===== src/rtl/mem_copy_if.sv =====
// Bus bundle between the copy engine and its host: request/status signals
// plus the single-port data-memory initiator signals.
interface mem_copy_if #(
   parameter int ADDR_W = 10,
   parameter int DATA_W = 16,
   parameter int LEN_W  = 11
);
   logic              start;
   logic [ADDR_W-1:0] src_adr;
   logic [ADDR_W-1:0] dst_adr;
   logic [LEN_W-1:0]  len;
   logic              busy;
   logic              done;
   logic [DATA_W-1:0] checksum;
   logic [ADDR_W-1:0] mem_adr;
   logic              mem_read;
   logic              mem_write;
   logic [DATA_W-1:0] mem_wdata;
   logic [DATA_W-1:0] mem_rdata;

   modport master (
      input  start, src_adr, dst_adr, len, mem_rdata,
      output busy, done, checksum, mem_adr, mem_read, mem_write, mem_wdata
   );

   modport slave (
      output start, src_adr, dst_adr, len, mem_rdata,
      input  busy, done, checksum, mem_adr, mem_read, mem_write, mem_wdata
   );
endinterface


===== src/rtl/mem_copy_engine.sv =====
// Block-copy bus initiator: copies len words src->dst one word per READ/WRITE
// pair, ascending, and accumulates a 16-bit additive checksum of the words.
module mem_copy_engine #(
   parameter int ADDR_W = 10,
   parameter int DATA_W = 16,
   parameter int LEN_W  = 11
) (
   input  logic         clk,
   input  logic         rst_n,
   mem_copy_if.master   bus
);

   typedef enum logic [1:0] {
      S_IDLE  = 2'd0,
      S_READ  = 2'd1,
      S_WRITE = 2'd2,
      S_DONE  = 2'd3
   } state_t;

   state_t            state_q, state_d;
   logic [LEN_W-1:0]  idx_q, idx_d;
   logic [LEN_W-1:0]  len_q, len_d;
   logic [ADDR_W-1:0] src_q, src_d;
   logic [ADDR_W-1:0] dst_q, dst_d;
   logic [DATA_W-1:0] buf_q, buf_d;
   logic [DATA_W-1:0] csum_q, csum_d;

   logic              busy_q, busy_d;
   logic              done_q, done_d;
   logic              rd_q, rd_d;
   logic              wr_q, wr_d;
   logic [ADDR_W-1:0] adr_q, adr_d;
   logic [DATA_W-1:0] wdata_q, wdata_d;

   // Next-state, datapath and registered-output decode
   always_comb begin
      state_d = state_q;
      idx_d   = idx_q;
      len_d   = len_q;
      src_d   = src_q;
      dst_d   = dst_q;
      buf_d   = buf_q;
      csum_d  = csum_q;

      case (state_q)
         S_IDLE: begin
            if (bus.start) begin
               src_d   = bus.src_adr;
               dst_d   = bus.dst_adr;
               len_d   = bus.len;
               idx_d   = {LEN_W{1'b0}};
               csum_d  = {DATA_W{1'b0}};
               state_d = (bus.len != {LEN_W{1'b0}}) ? S_READ : S_DONE;
            end else begin
               state_d = S_IDLE;
            end
         end
         S_READ: begin
            buf_d   = bus.mem_rdata;
            csum_d  = csum_q + bus.mem_rdata;
            state_d = S_WRITE;
         end
         S_WRITE: begin
            idx_d = idx_q + LEN_W'(1);
            if ((idx_q + LEN_W'(1)) == len_q) begin
               state_d = S_DONE;
            end else begin
               state_d = S_READ;
            end
         end
         S_DONE: begin
            state_d = S_IDLE;
         end
         default: begin
            state_d = S_IDLE;
         end
      endcase

      // Bus outputs are registered, so they are decoded from the upcoming state
      busy_d  = 1'b0;
      done_d  = 1'b0;
      rd_d    = 1'b0;
      wr_d    = 1'b0;
      adr_d   = {ADDR_W{1'b0}};
      wdata_d = {DATA_W{1'b0}};
      case (state_d)
         S_READ: begin
            busy_d = 1'b1;
            rd_d   = 1'b1;
            adr_d  = src_d + ADDR_W'(idx_d);
         end
         S_WRITE: begin
            busy_d  = 1'b1;
            wr_d    = 1'b1;
            adr_d   = dst_d + ADDR_W'(idx_d);
            wdata_d = buf_d;
         end
         S_DONE: begin
            done_d = 1'b1;
         end
         default: begin
            busy_d = 1'b0;
         end
      endcase
   end

   // State, datapath and output registers
   always_ff @(posedge clk or negedge rst_n) begin
      if (!rst_n) begin
         state_q <= S_IDLE;
         idx_q   <= {LEN_W{1'b0}};
         len_q   <= {LEN_W{1'b0}};
         src_q   <= {ADDR_W{1'b0}};
         dst_q   <= {ADDR_W{1'b0}};
         buf_q   <= {DATA_W{1'b0}};
         csum_q  <= {DATA_W{1'b0}};
         busy_q  <= 1'b0;
         done_q  <= 1'b0;
         rd_q    <= 1'b0;
         wr_q    <= 1'b0;
         adr_q   <= {ADDR_W{1'b0}};
         wdata_q <= {DATA_W{1'b0}};
      end else begin
         state_q <= state_d;
         idx_q   <= idx_d;
         len_q   <= len_d;
         src_q   <= src_d;
         dst_q   <= dst_d;
         buf_q   <= buf_d;
         csum_q  <= csum_d;
         busy_q  <= busy_d;
         done_q  <= done_d;
         rd_q    <= rd_d;
         wr_q    <= wr_d;
         adr_q   <= adr_d;
         wdata_q <= wdata_d;
      end
   end

   assign bus.busy      = busy_q;
   assign bus.done      = done_q;
   assign bus.checksum  = csum_q;
   assign bus.mem_adr   = adr_q;
   assign bus.mem_read  = rd_q;
   assign bus.mem_write = wr_q;
   assign bus.mem_wdata = wdata_q;

endmodule

===== src/flat_wrapper.sv =====
// flat-port wrapper written by rule: the top's interface ports become plain ports
module mem_copy_engine_flat 
#(
   parameter int ADDR_W = 10,
   parameter int DATA_W = 16,
   parameter int LEN_W  = 11
)
  (clk, rst_n, bus_start, bus_src_adr, bus_dst_adr, bus_len, bus_mem_rdata, bus_busy, bus_done, bus_checksum, bus_mem_adr, bus_mem_read, bus_mem_write, bus_mem_wdata);
  mem_copy_if #(.ADDR_W(ADDR_W), .DATA_W(DATA_W), .LEN_W(LEN_W)) bus_i ();
  input  logic clk;
  input  logic rst_n;
  input wire logic [$bits(bus_i.start)-1:0] bus_start;
  input wire logic [$bits(bus_i.src_adr)-1:0] bus_src_adr;
  input wire logic [$bits(bus_i.dst_adr)-1:0] bus_dst_adr;
  input wire logic [$bits(bus_i.len)-1:0] bus_len;
  input wire logic [$bits(bus_i.mem_rdata)-1:0] bus_mem_rdata;
  output wire logic [$bits(bus_i.busy)-1:0] bus_busy;
  output wire logic [$bits(bus_i.done)-1:0] bus_done;
  output wire logic [$bits(bus_i.checksum)-1:0] bus_checksum;
  output wire logic [$bits(bus_i.mem_adr)-1:0] bus_mem_adr;
  output wire logic [$bits(bus_i.mem_read)-1:0] bus_mem_read;
  output wire logic [$bits(bus_i.mem_write)-1:0] bus_mem_write;
  output wire logic [$bits(bus_i.mem_wdata)-1:0] bus_mem_wdata;
  assign bus_i.start = bus_start;
  assign bus_i.src_adr = bus_src_adr;
  assign bus_i.dst_adr = bus_dst_adr;
  assign bus_i.len = bus_len;
  assign bus_i.mem_rdata = bus_mem_rdata;
  assign bus_busy = bus_i.busy;
  assign bus_done = bus_i.done;
  assign bus_checksum = bus_i.checksum;
  assign bus_mem_adr = bus_i.mem_adr;
  assign bus_mem_read = bus_i.mem_read;
  assign bus_mem_write = bus_i.mem_write;
  assign bus_mem_wdata = bus_i.mem_wdata;
  mem_copy_engine #(.ADDR_W(ADDR_W), .DATA_W(DATA_W), .LEN_W(LEN_W)) u_core (.clk(clk), .rst_n(rst_n), .bus(bus_i));
endmodule

===== config.mk =====
export PLATFORM = sky130hd
export DESIGN_NAME = mem_copy_engine_flat
export DESIGN_NICKNAME = d
export VERILOG_FILES = /design/src/rtl/mem_copy_if.sv /design/src/rtl/mem_copy_engine.sv /design/src/flat_wrapper.sv
export SDC_FILE = /design/constraint.sdc
export NUM_CORES = 1
export LEC_CHECK = 0
export BUFFER_PORTS_ARGS = -buffer_cell sky130_fd_sc_hd__buf_2
export CAP_MARGIN = 20
export CORE_MARGIN = 2
export CORE_UTILIZATION = 59
export CTS_CLUSTER_DIAMETER = 60
export DETAILED_ROUTE_END_ITERATION = 8
export GPL_ROUTABILITY_DRIVEN = 0
export PLACE_DENSITY = 0.94
export SETUP_SLACK_MARGIN = 0.05
export SYNTH_ARGS = -nofsm -noshare
export SYNTH_HDL_FRONTEND = slang
export SYNTH_SLANG_ARGS = --single-unit

===== constraint.sdc =====
create_clock -name clk -period 6 [get_ports clk]
set_input_delay 1.2 -clock clk [delete_from_list [all_inputs] [get_ports clk]]
set_output_delay 1.2 -clock clk [all_outputs]
set_load 0.02 [all_outputs]

---- Word level (Yosys, flattened, before mapping) ----
Cells that the tools add are included.
word-level totals
  register bits ........................... 106
  memory bits (read-only) ................. 0
  input bits .............................. 50
  memories ................................ 0
  bits in latches ......................... 0
  RAM bits ................................ 0
operators by class
  shift-type cells ........................ 0
  add/sub/neg operators ................... 4
  $lt $le $gt $ge ......................... 0
  eq/ne operators ......................... 8
  div/mod/pow operators ................... 0
  bitwise operators ....................... 0
  multipliers ............................. 0
  muxes and demuxes ....................... 19
  reductions and logical operators ........ 8
operator list
  operator                                                                count
  16-bit two-way mux                                                      3
  10-bit two-way mux                                                      4
  16-bit one-hot mux with 2 select lines                                  1
  11-bit one-hot mux with 2 select lines                                  1
  10-bit adder                                                            2
  10-bit one-hot mux with 2 select lines                                  1
  16-bit adder                                                            1
  11-bit by 1-bit adder with 11-bit output (second input constant)        1
  11-bit equality test                                                    1
  11-bit two-way mux                                                      1
  11-bit nonzero test                                                     1
  2-bit equality test (second input constant)                             4
  2-bit one-hot mux with 4 select lines                                   1
  2-bit two-way mux                                                       3
  2-bit AND reduction                                                     3
  2-bit by 1-bit equality test with 1-bit output (second input constant)  2
  1-bit two-way mux                                                       4
  2-bit nonzero test                                                      2
  2-bit logical NOT                                                       1
  2-bit != test (second input constant)                                   1
  2-bit OR reduction                                                      1

---- Depth between registers and ports, before layout ----
Gate-level depths: netlist of run 1.
  word-level depth ........................ 7
  mapped depth ............................ 18
  mapped depth without buffers ............ 17

---- Worst setup path before layout of run 1 ----
OpenSTA, ideal clock, no wires.
  path kind ............................... input -> register
  start ................................... in bus_len[1]
  end ..................................... reg u_core.adr_q[9], in the netlist u_core.bus.mem_adr[9]
  path buffers ............................ 2
  stages .................................. 14
  slack ................................... 1.635 ns
  arrival ................................. 4.292 ns
  required time ........................... 5.928 ns
  path through ............................ nor4b_1 > a31oi_1 > nor2_1 > a41o_1 > ha_1 > buf_1 > clkbuf_1 > mux2_2 > ha_1 > or3_1 > o221a_2 > o41ai_1 > xnor3_1 > nor2_1
on the way
  word-level cells in the longest chain between the ends .. 6
  elaborated cells on any way between the ends .. 7
  those cells by class .................... eq/ne: 2; mux: 4; reduce/logical: 1
RTL lines
  what                                                                                   RTL line                source
  start, declared                                                                        flat_wrapper.sv:15      input wire logic [$bits(bus_i.len)-1:0] bus_len;
  11-bit nonzero test *                                                                  mem_copy_engine.sv:53   state_d = (bus.len != {LEN_W{1'b0}}) ? S_READ : S_DONE;
  2-bit two-way mux *                                                                    mem_copy_engine.sv:53
  2-bit two-way mux *                                                                    mem_copy_engine.sv:47   if (bus.start) begin
  2-bit one-hot mux with 4 select lines *                                                mem_copy_engine.sv:45   case (state_q)
  via u_core.state_d[1]                                                                  mem_copy_engine.sv:20   state_t state_q, state_d;
  2-bit equality test or 2-bit by 1-bit equality test with 1-bit output (tied branches)  mem_copy_engine.sv:86   case (state_d)
  10-bit one-hot mux with 2 select lines *                                               mem_copy_engine.sv:86
  via u_core.adr_d[9]                                                                    mem_copy_engine.sv:32   logic [ADDR_W-1:0] adr_q, adr_d;
  end signal, assigned                                                                   mem_copy_engine.sv:121  adr_q <= {ADDR_W{1'b0}};
  end signal, assigned                                                                   mem_copy_engine.sv:135  adr_q <= adr_d;
  end, declared                                                                          mem_copy_engine.sv:32
The timed path passes the listed nets; every way through them passes the cells marked *.
A chain may end at the register's enable or synchronous reset.

---- Worst setup path in the final report of run 1 ----
  start ................................... reg u_core.idx_q[0]
  end ..................................... reg u_core.adr_q[8], in the netlist u_core.bus.mem_adr[8]
on the way
  word-level cells in the longest chain between the ends .. 6
  elaborated cells on any way between the ends .. 11
  those cells by class .................... add/sub: 3; eq/ne: 3; mux: 5
RTL lines
  what                                                                                   RTL line                source
  start, declared                                                                        mem_copy_engine.sv:21   logic [LEN_W-1:0] idx_q, idx_d;
  start signal, assigned                                                                 mem_copy_engine.sv:111  idx_q <= {LEN_W{1'b0}};
  start signal, assigned                                                                 mem_copy_engine.sv:125  idx_q <= idx_d;
  11-bit by 1-bit adder with 11-bit output *                                             mem_copy_engine.sv:65   if ((idx_q + LEN_W'(1)) == len_q) begin
  11-bit equality test *                                                                 mem_copy_engine.sv:65
  2-bit two-way mux *                                                                    mem_copy_engine.sv:65
  2-bit one-hot mux with 4 select lines *                                                mem_copy_engine.sv:45
  via u_core.state_d[1]                                                                  mem_copy_engine.sv:20
  2-bit equality test or 2-bit by 1-bit equality test with 1-bit output (tied branches)  mem_copy_engine.sv:86
  10-bit one-hot mux with 2 select lines *                                               mem_copy_engine.sv:86
  via u_core.adr_d[8]                                                                    mem_copy_engine.sv:32
The timed path passes the listed nets; every way through them passes the cells marked *. The select of a mux whose other input is x is not followed.

==> flow_metrics.py, run 1 <==
metrics = {
    "status": {
        "outcome": "finished clean",
    },
    "route": {
        "firstDrtPassIters": 6,
        "vias_per_cell": 5.90,
        "via_count": 4171,
        "wirelength_um": 11900,
        "initialDrtViolationCount": 145,
        "route.detailed.drc": 0,
        "wl_per_cell_um": 16.9,
        "ant_nets": 0,
    },
    "timing": {
        "fin_worst_hold_slack_ns": 0.478,
        "final_max_slew_viol_count": 0,
        "max_freq_mhz": 196,
        "finalClockSkew_ns": 0.0152,
        "final_hold_violations": 0,
        "period_share": 0.851,
        "setup_violations": 0,
        "grt_setup_unrepaired": "false",
        "tightestPinTransition_ns": 0.726,
        "timing.final.crit_period_ns": 5.10,
        "finalSetupTns_ns": 0,
        "slew_headroom": 0.504,
    },
    "pwr": {
        "power.static_leakage_nw": 3.01,
        "ir_drop_mv": 0.400,
        "p_total_mw": 3.35,
        "cellPowerDensity_nw_per_um2": 549,
    },
    "final_layout": {
        "antenna-diode-count": 0,
        "ratio_of_cells_with_drive_above_1_in_the_final_layout": 0.230,
        "layout-area-overhead-vs-synth_pct": 14.0,
        "fin_util": 0.696,
        "final_nets": 674,
    },
    "setup_path": {
        "critical_path_arrival_ns": 5.34,
        "crit_path_cell_trace": "ha_1 -> nand3_1 -> nor2_1 -> nand3_1 -> xnor2_1 -> nor3_1 -> a41o_1 -> ha_1 -> buf_4 -> mux2_2 -> fa_1 -> a21o_1 -> a21oi_1 -> o21ai_1 -> o41ai_1 -> xor2_1 -> nor2_1",
        "critical-path-slowest-cell": "ha_1",
        "path_delay_family": "adder cells",
        "cp.required_ns": 6.24,
        "crit_buf_inv": 1,
        "type_of_origin_of_the_critical_path": "register",
        "path_max_fanout": 16,
        "critical_path_capture_point_type": "register",
        "path_class": "reg -> reg",
        "critical_path.max_stage_delay_ns": 0.60,
    },
    "yosys": {
        "ys_ff_latch": 106,
        "synth_async_sr_flop_share": 1.00,
        "ys.warnings.count": 0,
        "syn-mean-instance-area_sq_um": 10.6,
        "synthDominantCellAreaShare": 0.496,
        "synth_edf_count": 0,
        "synth_seq_area_share": 0.496,
        "synthesized_cell_area_sq_um": 5350,
        "area_contributors_post_synth": "dfrtp_1, ha_1, nand2_1",
        "synth_cell_type_count": 59,
        "syn_nets": 583,
        "post-synth-top-area-cell": "dfrtp_1",
        "synthFlopType": "dfrtp_1",
        "synthesis.instances": 503,
    },
    "grt": {
        "grt_pass1_wl_um": 19800,
        "pin_count_of_the_biggest_net_entering_global_routing": 56,
        "overflow": 0,
        "grt_antenna_before_repair": 0,
        "gr_usage_total": 0.250,
        "number_of_global_route_vias_before_repair": 4227,
    },
    "clock_network": {
        "clock_tree.root_cell": "clkbuf_8",
        "ctsHoldBuffers": 0,
        "clock_insertion_delay_worst_skew_ns": 0.37,
        "tritoncts_clock_tree": "built",
        "clk_transition_reported_paths_ns": 0.10,
        "cts_buffer_depth": 2,
        "total_clock_buffers_created_by_cts": 9,
        "h-tree-depth": 3,
        "number_of_clock_sinks": 106,
        "cts.repair.resized": 0,
        "cts_setup_buffers": 0,
    },
    "min_path": {
        "holdCritPathClass": "reg -> reg",
    },
    "floorplanning": {
        "starting_utilization_of_the_core_area": 0.610,
        "core_area_sq_um": 8760,
        "dieHeight_um": 99.2,
        "die_x_um": 99.2,
        "io_pins": 96,
        "floorplan.die_area_sq_um": 9840,
        "num_rows": 34,
    },
    "job": {
        "timing.max_cap.violations": 0,
    },
    "placement": {
        "dp_hpwl_um": 8600,
        "buffer_ports.inserted": 95,
    },
}
[metal layers]
layer,vias up,global-route usage,share of wire
met5,-,0,0
met3,26,0.0387,0.059
met4,0,0.0811,0.019
met1,2011,0.318,0.41
li1,1972,-,-
met2,162,0.440,0.51
[logic make-up after synthesis]
| group | synth area share |
|---|---|
| fa+ha+maj | 0.0730 |
| buf+inv | 0.0199 |
| mux | 0.0880 |
| flops | 0.496 |
| compound gates | 0.124 |
| simple gates | 0.144 |
| xor+xnor | 0.0550 |
[synth_stat cells (5+ instances only)]
| cell type | instances |
|---|---|
| nor3_1 | 6 |
| xor2_1 | 15 |
| o22ai_1 | 10 |
| clkbuf_1 | 13 |
| a21oi_1 | 21 |
| dfrtp_1 | 106 |
| o21ai_0 | 20 |
| nor2_1 | 26 |
| and2_1 | 16 |
| mux2_1 | 22 |
| nand3_1 | 10 |
| xnor2_1 | 16 |
| a21o_1 | 5 |
| mux2_2 | 18 |
| a211oi_1 | 8 |
| ha_1 | 28 |
| nand2_1 | 83 |
[worst reg2reg max path, stage by stage, from the launching register on]
cell and delay (ns):
dfrtp_1 0.48, ha_1 0.29, nand3_1 0.17, nor2_1 0.20
nand3_1 0.14, xnor2_1 0.16, nor3_1 0.25, a41o_1 0.28
ha_1 0.60, buf_4 0.33, mux2_2 0.39, fa_1 0.44
a21o_1 0.18, a21oi_1 0.24, o21ai_1 0.15, o41ai_1 0.44
xor2_1 0.20, nor2_1 0.05
[sequential cells by signal, summed over array words and instances, names as in the netlist]
register	cells
u_core.bus.mem_write	1
u_core.state_q	2
u_core.buf_q	16
u_core.len_q	11
u_core.bus.checksum	16
u_core.bus.mem_wdata	16
u_core.bus.done	1
u_core.src_q	10
u_core.dst_q	10
u_core.bus.busy	1
u_core.idx_q	11
u_core.bus.mem_adr	10
u_core.bus.mem_read	1
[layout by cell type (no fill, tap or decap), types with 3 or more instances in the layout]
master / count
dfrtp_1: 106
buf_2: 94
nand2_1: 83
ha_1: 28
nor2_1: 26
mux2_1: 22
a21oi_1: 21
o21ai_0: 20
mux2_2: 18
xnor2_1: 16
and2_1: 16
xor2_1: 15
nand3_1: 10
o22ai_1: 10
clkbuf_8: 10
a211oi_1: 8
nor3_1: 6
buf_4: 6
a21o_1: 5
and3_1: 4
nand4_1: 4
or3_1: 4
inv_1: 4
a31oi_1: 4
o21ai_1: 4
nand2b_1: 3
nor2b_1: 3
o211ai_1: 3
[per-stage QoR]
| step | worst slack [ns] | area, sq um | instances |
|---|---|---|---|
| detailed placement | 0.820 | 5910 | 691 |
| floorplan | 1.64 | 5350 | 503 |
| finish | 0.896 | 6100 | 707 |
| global route | 0.612 | 6100 | 707 |
| CTS | 1.04 | 6100 | 707 |
| global placement | 1.03 | 5910 | 691 |
[cell type report]
cell class,count,area (sq um)
Tap cell,108,135
Clock inverter,5,46.3
Timing Repair Buffer,100,515
Inverter,5,18.8
Clock buffer,11,141
Fill cell,631,2670
Multi-Input combinational cell,372,2590
Sequential cell,106,2650
[worst paths after layout]
kind | startpoint | end | slack (ns) | cells past startpoint
max reg2reg | u_core.idx_q[0] | u_core.bus.mem_adr[8] | 0.90 | 17
min in group asynchronous | rst_n | u_core.buf_q[12] | 0.85 | 1
min reg2reg | u_core.buf_q[15] | u_core.buf_q[15] | 0.48 | 2
max | u_core.idx_q[0] | u_core.bus.mem_adr[8] | 0.90 | 17
max in group asynchronous | rst_n | u_core.idx_q[9] | 4.02 | 2
min | u_core.buf_q[15] | u_core.buf_q[15] | 0.48 | 2
[power breakdown]
part,switching [mW],internal (mW)
Clock,0.252,0.170
Combinational,1.03,0.708
Sequential,0.163,1.03
Total,1.44,1.91
Power figures use the tool's default switching activity.
==> inputs of run 2 (changes only) <==
- REMOVE_ABC_BUFFERS: default -> 1
- SLEW_MARGIN: default -> 5
==> run 2 against run 1 <==
Design area increased by 0.55%. Utilization increased by 0.39 points. Via count increased by 1.6%. Power increased by 2.0%.
==> flow_metrics.py, run 2 (synthesis results as in run 1) <==
metrics = {
    "job": {
        "timing.max_cap.violations": 0,
    },
    "floorplanning": {
        "starting_utilization_of_the_core_area": 0.610,
        "num_rows": 34,
        "core_area_sq_um": 8760,
        "die_x_um": 99.2,
        "io_pins": 96,
        "dieHeight_um": 99.2,
        "floorplan.die_area_sq_um": 9840,
    },
    "clock_network": {
        "ctsHoldBuffers": 0,
        "clock_insertion_delay_worst_skew_ns": 0.37,
        "clk_transition_reported_paths_ns": 0.10,
        "number_of_clock_sinks": 106,
        "tritoncts_clock_tree": "built",
        "h-tree-depth": 3,
        "cts_buffer_depth": 2,
        "cts_setup_buffers": 0,
        "cts.repair.resized": 0,
        "clock_tree.root_cell": "clkbuf_8",
        "total_clock_buffers_created_by_cts": 9,
    },
    "setup_path": {
        "type_of_origin_of_the_critical_path": "register",
        "path_class": "reg -> reg",
        "path_max_fanout": 15,
        "critical_path_capture_point_type": "register",
        "cp.required_ns": 6.24,
        "critical_path_arrival_ns": 5.14,
    },
    "grt": {
        "gr-max-usage-layer": "met2",
        "grt_pass1_wl_um": 20200,
        "overflow": 0,
        "number_of_global_route_vias_before_repair": 4344,
        "pin_count_of_the_biggest_net_entering_global_routing": 58,
        "global_route.usage.met3": 0.0436,
        "grt_util_met1": 0.324,
        "grt_antenna_before_repair": 0,
        "grt.met2_usage": 0.442,
        "gr_usage_total": 0.259,
    },
    "pwr": {
        "ir_drop_mv": 0.303,
        "power.static_leakage_nw": 3.01,
        "cellPowerDensity_nw_per_um2": 557,
        "p_total_mw": 3.42,
    },
    "route": {
        "firstDrtPassIters": 5,
        "route.detailed.drc": 0,
        "ant_nets": 0,
        "wl_per_cell_um": 17.4,
        "initialDrtViolationCount": 216,
        "via_count": 4237,
        "vias_per_cell": 5.98,
        "wirelength_um": 12300,
    },
    "final_layout": {
        "layout-area-overhead-vs-synth_pct": 14.7,
        "ratio_of_cells_with_drive_above_1_in_the_final_layout": 0.230,
        "layout.cells.most_common": "dfrtp_1",
        "most_frequent_cells_in_the_layout": "dfrtp_1, buf_2, nand2_1",
        "multiInputGateArea_sq_um": 2590,
        "ff_latch_area_sq_um": 2650,
        "post_route_design_area_sq_um": 6130,
        "final_nets": 674,
        "fin_util": 0.700,
        "layout.filler_cells": 646,
    },
    "timing": {
        "final_max_slew_viol_count": 0,
        "tightestPinTransition_ns": 0.691,
        "max_freq_mhz": 204,
        "period_share": 0.816,
        "grt_setup_unrepaired": "false",
        "finalSetupTns_ns": 0,
        "fin_worst_hold_slack_ns": 0.471,
        "final_hold_violations": 0,
        "timing.final.crit_period_ns": 4.90,
        "slew_headroom": 0.539,
        "finalClockSkew_ns": 0.00735,
        "setup_violations": 0,
    },
    "min_path": {
        "holdCritPathClass": "reg -> reg",
    },
    "placement": {
        "placedInstanceArea_sq_um": 5910,
        "dp_hpwl_um": 8700,
        "buffer_ports.inserted": 95,
    },
    "status": {
        "outcome": "finished clean",
    },
}
run 2: metal layers:
layer / share of wire / up-vias
li1: - / 1964
met1: 0.40 / 2027
met5: 0 / -
met3: 0.065 / 46
met2: 0.50 / 200
met4: 0.035 / 0
run 2: worst max-delay path, cell delays in order, from the launching register on:
cell and delay, ns:
dfrtp_1 0.47, ha_1 0.29, and3_1 0.26, a21oi_1 0.21, o2111ai_1 0.17, nor3_1 0.31, a41o_1 0.25, ha_1 0.56
mux2_2 0.41, ha_1 0.22, fa_1 0.41, a21o_1 0.17, a21oi_1 0.22, o21ai_1 0.15, o41ai_1 0.39, xor2_1 0.21
nor2_1 0.07
run 2: metrics by stage:
step           setup WS (ns)  std cells
2_1_floorplan           1.55        483
3_3_place_gp            1.21        691
3_5_place_dp           0.932        691
4_1_cts                 1.20        707
5_1_grt                0.749        707
6_report                1.10        708
run 2: final cells by class:
class / instances / area share
clock inverters: 6 / 0.0149
clock buffers: 10 / 0.0208
multi-input cells: 372 / 0.422
repair buffers: 100 / 0.0841
inverters: 5 / 0.00306
flip-flops and latches: 106 / 0.433
diodes: 1 / 0.000408
well taps: 108 / 0.0220
run 2: path summary, 6_finish.rpt:
path                            startpoint                     to  slack [ns]  cells after the start
setup reg to reg           u_core.idx_q[0]  u_core.bus.mem_adr[8]        1.10                     16
setup / recovery           u_core.idx_q[0]  u_core.bus.mem_adr[8]        1.10                     16
max in group asynchronous            rst_n        u_core.src_q[1]        4.05                      2
hold / removal             u_core.buf_q[7]        u_core.buf_q[7]        0.47                      2
hold reg to reg            u_core.buf_q[7]        u_core.buf_q[7]        0.47                      2
min in group asynchronous            rst_n        u_core.buf_q[3]        0.86                      1
run 2: where the power goes:
group	switching [mW]	leakage [nW]	internal [mW]	total, mW
combinational	1.04	1.58	0.707	1.75
clock	0.244	0.0987	0.236	0.480
sequential	0.160	1.33	1.03	1.19
total	1.44	3.01	1.97	3.42
